### config.mk
export PLATFORM = sky130hd
export DESIGN_NAME = sb8_child_dispatcher
export DESIGN_NICKNAME = d
export VERILOG_FILES = /design/src/rtl/sb8_child_dispatcher.sv
export SDC_FILE = /design/constraint.sdc
export NUM_CORES = 1
export LEC_CHECK = 0
export BUFFER_PORTS_ARGS = -buffer_cell sky130_fd_sc_hd__buf_2
export CORE_MARGIN = 2
export CORE_UTILIZATION = 35
export DETAILED_ROUTE_END_ITERATION = 8
export PLACE_DENSITY_LB_ADDON = 0.08
export RECOVER_POWER = 25
export SLEW_MARGIN = 10
export SYNTH_ARGS = -nofsm -noshare
export SYNTH_HDL_FRONTEND = slang
export SYNTH_SLANG_ARGS = --single-unit
### constraint.sdc
create_clock -name clk -period 4.1 [get_ports clk]
set_input_delay 0 -clock clk [delete_from_list [all_inputs] [get_ports clk]]
set_output_delay 0 -clock clk [all_outputs]
set_load 0.005 [all_outputs]
### src/rtl/sb8_child_dispatcher.sv
// Purpose: accepts one work item on a valid/ready input and dispatches it to one enabled
//          sb8 child, rotating round-robin; counts dispatches (saturating) and flags
//          items that arrive while no child is enabled.
// Latency: accept at edge t -> out_valid high after edge t; minimum 2 cycles per item.
// Backpressure: in_ready is low while an item waits in SEND; out_valid is held until
//               the targeted child's out_ready completes the handshake.
// Ports:
//   clk, rst               clock, asynchronous active-high reset
//   in_valid/in_ready      upstream handshake, in_data payload
//   child_en               per-child enable mask, looked at only on accept
//   out_valid/out_ready    per-child handshake (out_valid zero-or-one-hot)
//   out_data, out_idx      held payload and index of the current target
//   dispatch_cnt           saturating count of completed dispatches
//   err_no_target          one-cycle pulse when an item is dropped (empty mask)
module sb8_child_dispatcher #(
  parameter int NUM_CHILDREN = 5,
  parameter int DATA_W       = 16,
  parameter int CNT_W        = 8
) (
  input  logic                    clk,
  input  logic                    rst,
  input  logic                    in_valid,
  output logic                    in_ready,
  input  logic [DATA_W-1:0]       in_data,
  input  logic [NUM_CHILDREN-1:0] child_en,
  output logic [NUM_CHILDREN-1:0] out_valid,
  input  logic [NUM_CHILDREN-1:0] out_ready,
  output logic [DATA_W-1:0]       out_data,
  output logic [2:0]              out_idx,
  output logic [CNT_W-1:0]        dispatch_cnt,
  output logic                    err_no_target
);

  typedef enum logic {IDLE, SEND} state_t;

  localparam logic [NUM_CHILDREN-1:0] ONE_HOT0 = {{(NUM_CHILDREN-1){1'b0}}, 1'b1};

  state_t                    state;
  logic [2:0]                rr_ptr;
  logic [2*NUM_CHILDREN-1:0] dbl_en;
  logic [2*NUM_CHILDREN-1:0] shifted_en;
  logic [NUM_CHILDREN-1:0]   rot_en;
  logic                      found;
  logic [3:0]                sum;
  logic [2:0]                target;
  logic                      handshake;

  assign in_ready  = (state == IDLE);
  // out_valid is one-hot on out_idx, so any overlap with out_ready is the handshake
  assign handshake = |(out_valid & out_ready);

  // Round-robin search: rotate the mask so bit 0 is rr_ptr, pick the lowest set bit,
  // then map the offset back to an absolute child index modulo NUM_CHILDREN.
  always_comb begin
    dbl_en     = {child_en, child_en};
    shifted_en = dbl_en >> rr_ptr;
    rot_en     = shifted_en[NUM_CHILDREN-1:0];
    found      = |rot_en;
    sum        = {1'b0, rr_ptr};
    for (int k = NUM_CHILDREN - 1; k >= 0; k--) begin
      if (rot_en[k]) sum = {1'b0, rr_ptr} + 4'(k);
    end
    if (sum >= 4'(NUM_CHILDREN)) sum = sum - 4'(NUM_CHILDREN);
    target = sum[2:0];
  end

  always_ff @(posedge clk or posedge rst) begin
    if (rst) begin
      state         <= IDLE;
      rr_ptr        <= '0;
      out_valid     <= '0;
      out_data      <= '0;
      out_idx       <= '0;
      dispatch_cnt  <= '0;
      err_no_target <= 1'b0;
    end else begin
      err_no_target <= 1'b0;
      case (state)
        IDLE: begin
          if (in_valid) begin
            out_data <= in_data;
            if (found) begin
              out_idx   <= target;
              out_valid <= ONE_HOT0 << target;
              state     <= SEND;
            end else begin
              err_no_target <= 1'b1;
            end
          end
        end
        SEND: begin
          if (handshake) begin
            out_valid <= '0;
            state     <= IDLE;
            rr_ptr    <= (out_idx == 3'(NUM_CHILDREN - 1)) ? 3'd0 : out_idx + 3'd1;
            if (dispatch_cnt != {CNT_W{1'b1}}) dispatch_cnt <= dispatch_cnt + CNT_W'(1);
          end
        end
        default: state <= IDLE;
      endcase
    end
  end

endmodule

==> impl_metrics.ini <==
[status]
outcome = finished with violations
violations = max-capacitance violations, max-slew violations

[timing]
setup_viol = 0
fin_crit_ps = 3860
fin_crit_sh_pct = 94.1
hold_viol_final = 0
slew_headroom_pct = -31.1
setup-tns-final_ps = 0
skew_ps = 10.4
slew_violations = 38
rsz0062_at_grt = no
timing.hold.ws_ps = 45.5
fmax_ghz = 0.259
worstMarginPinSlew_ps = 1970

[grt]
busiest_layer = met2
grt_max_degree = 38
grt.total_usage_pct = 15.8
grt_pass1_wl_um = 9520
grt.overflow.total = 0
grt_pass1_vias = 1989
antenna_found_initial = 0
grtUsageMet2_pct = 25.9
use_met3_pct = 3.71
grt_use_met1_pct = 21.6

[routing]
wirelength_um = 5830
drt_first_pass_iters = 4
ant_nets = 0
via_count = 2009
drtIter0Drc = 102
drc = 0
wl_per_cell_um = 15.0
vias_per_cell = 5.16

[placement]
io_buffers = 62
hpwl_um = 4110
gp_congestion = 0.911

[worst_setup_path]
setup.worst_path.end_class = register
cp-startpoint = rr_ptr[1]
arrival_ps = 4030
path_buf_inv = 1
cp-start-kind = register
crit_end = out_valid[2]
path_cells = mux2i_1, mux4_2, or3_1, a221o_1, clkinv_2, ha_1, nand2_1, a21boi_1, mux2_2, a32o_1
rrSetupSlack_ps = 240
rr_worst_depth = 10
slowest_delay_ps = 760
crit_family = multiplexers
cp_slowest_cell = dfrtp_1
r2r_end = out_valid[2]
path_class = reg -> reg
worstPathRequired_ps = 4270
path_depth = 10
r2r-start = rr_ptr[1]
path_max_fanout = 17

[die]
ios = 63
dieWidth_um = 86.4
fp.dieH_um = 86.4
initial_core_util_pct = 35.5
core_area_sq_um = 6680
num_rows = 30
fp.dieArea_sq_um = 7460

[pwr]
p_leak_nw = 1.41
peakVddDrop_mv = 0.440
cellPowerDensity_nw_per_um2 = 830

[logic_synthesis]
synth-seq-cells = 37
synthCells = 225
synth_edf_count = 0
yosysWarnings = 0
synth_cell_types = 51
synthFlopType = dfrtp_1
syn_area_per_cell_sq_um = 10.5
async_flop_share_pct = 100
yosysSeqAreaShare_pct = 39.0
syn-cell-area_sq_um = 2370
syn_nets = 264

[clocking]
clkSinkCount = 37
clock_path_buffers = 2
tritoncts = done
path_clk_slew_ps = 70
cts_inserted_buffers = 5
clock_latency_ps = 280
postCtsResizedCells = 0
cts-root-buf = clkbuf_8
htreeDepth = 2
post_cts_buffers = 0

[run]
cap_viol_max_count = 1

[finish]
layout-drive-gt1-share_pct = 35.0
final_cell_mix = 61 x buf_2, 37 x dfrtp_1, 25 x mux2_2
nFillCells = 645
final_nets = 349
final_common_cell = buf_2
syn2layout_area_growth_pct = 28.1
diodes = 0

[hold_path]
hp-class = in -> reg
cell usage after synthesis, types with 3 or more instances:
master	number	share of area (%)
nor2_1	10	1.6
ha_1	10	5.3
nand2_1	16	2.5
a21oi_1	4	0.84
nor2b_1	6	1.6
dfrtp_1	37	39
nand2b_1	4	1.1
clkbuf_1	5	0.79
mux2_2	25	12
mux2i_1	12	5.1
buf_2	3	0.63
xnor2_1	6	2.2
a31oi_1	6	1.6
nand3_1	8	1.7
o21ai_0	11	2.3
and2_1	3	0.79
mux4_2	5	4.7
inv_1	9	1.4
worst min-delay path by stage:
stage / startpoint / to / depth (start not counted)
after global routing: out_ready[2] / state / 4
after detailed placement: rst / out_data[2] / 3
after CTS: out_ready[2] / state / 4
final: out_ready[2] / state / 4
after floorplan: in_data[0] / out_data[0] / 1
after global placement: rst / out_data[2] / 3
logic make-up (layout without fill, tap and decap cells):
kind of cell               Yosys count  count (layout)  share of synthesized area (%)
adders and majority gates           10              10                           5.27
and+or+nand+nor                     59              59                           12.6
muxes                               43              43                           22.3
DFF                                 37              37                           39.0
xor gates and xnor gates             8               8                           2.95
AOI/OAI and AO/OA                   48              48                           14.2
buffers and inverters               20             104                           3.69
repair_timing:
action | 4_1_cts | 5_1_grt
endpoints found under the setup margin | 0 | 0
endpoints found under the hold margin | 54 | 0
hold buffers | 18 | 0
area by class of cell:
type | instances | area, sq um | share of cell area, %
clock buffer | 5 | 68.8 | 2.26
clock inverter | 1 | 5.00 | 0.165
inverter | 11 | 42.5 | 1.40
multi-input combinational | 168 | 1360 | 44.7
sequential | 37 | 926 | 30.5
tap | 80 | 100 | 3.29
timing repair buffer | 87 | 538 | 17.7
report_power, final:
part           switching [mW]  internal (mW)
registers               0.147          0.518
clock network           0.120          0.112
logic                   0.852          0.775
worst register-to-register path, delay by kind of cell (launching register included):
family / cells / cell delay, ps
multiplexers: 3 / 1280
buffers and inverters: 1 / 130
adder cells (fa/ha/maj): 1 / 170
AND/OR/NAND/NOR: 2 / 450
AO/OA/AOI/OAI: 3 / 950
flip-flops: 1 / 760
per-layer routing:
metal  part of all wire (%)  wire [um]
met2                     49       2830
met3                    4.9        284
met1                     46       2710
met4                      0          0
met5                      0          0
flip-flops by register name (all words and copies together) (netlist names):
| signal | count |
|---|---|
| out_idx | 3 |
| state | 1 |
| err_no_target | 1 |
| dispatch_cnt | 8 |
| rr_ptr | 3 |
| out_data | 16 |
| out_valid | 5 |
stage by stage:
step | worst slack [ps] | cells | utilization (%) | power (mW) | instance area [sq um]
3_5_place_dp | 277 | 365 | 41.8 | 2.27 | 2790
5_1_grt | 46.6 | 389 | 45.5 | 2.76 | 3040
2_1_floorplan | 527 | 225 | - | 1.82 | 2370
3_3_place_gp | 341 | 365 | 41.8 | 2.29 | 2790
4_1_cts | 278 | 389 | 45.6 | 2.53 | 3050
6_report | 243 | 389 | 45.5 | 2.52 | 3040
No activity file was read; power rests on OpenSTA's default activity.
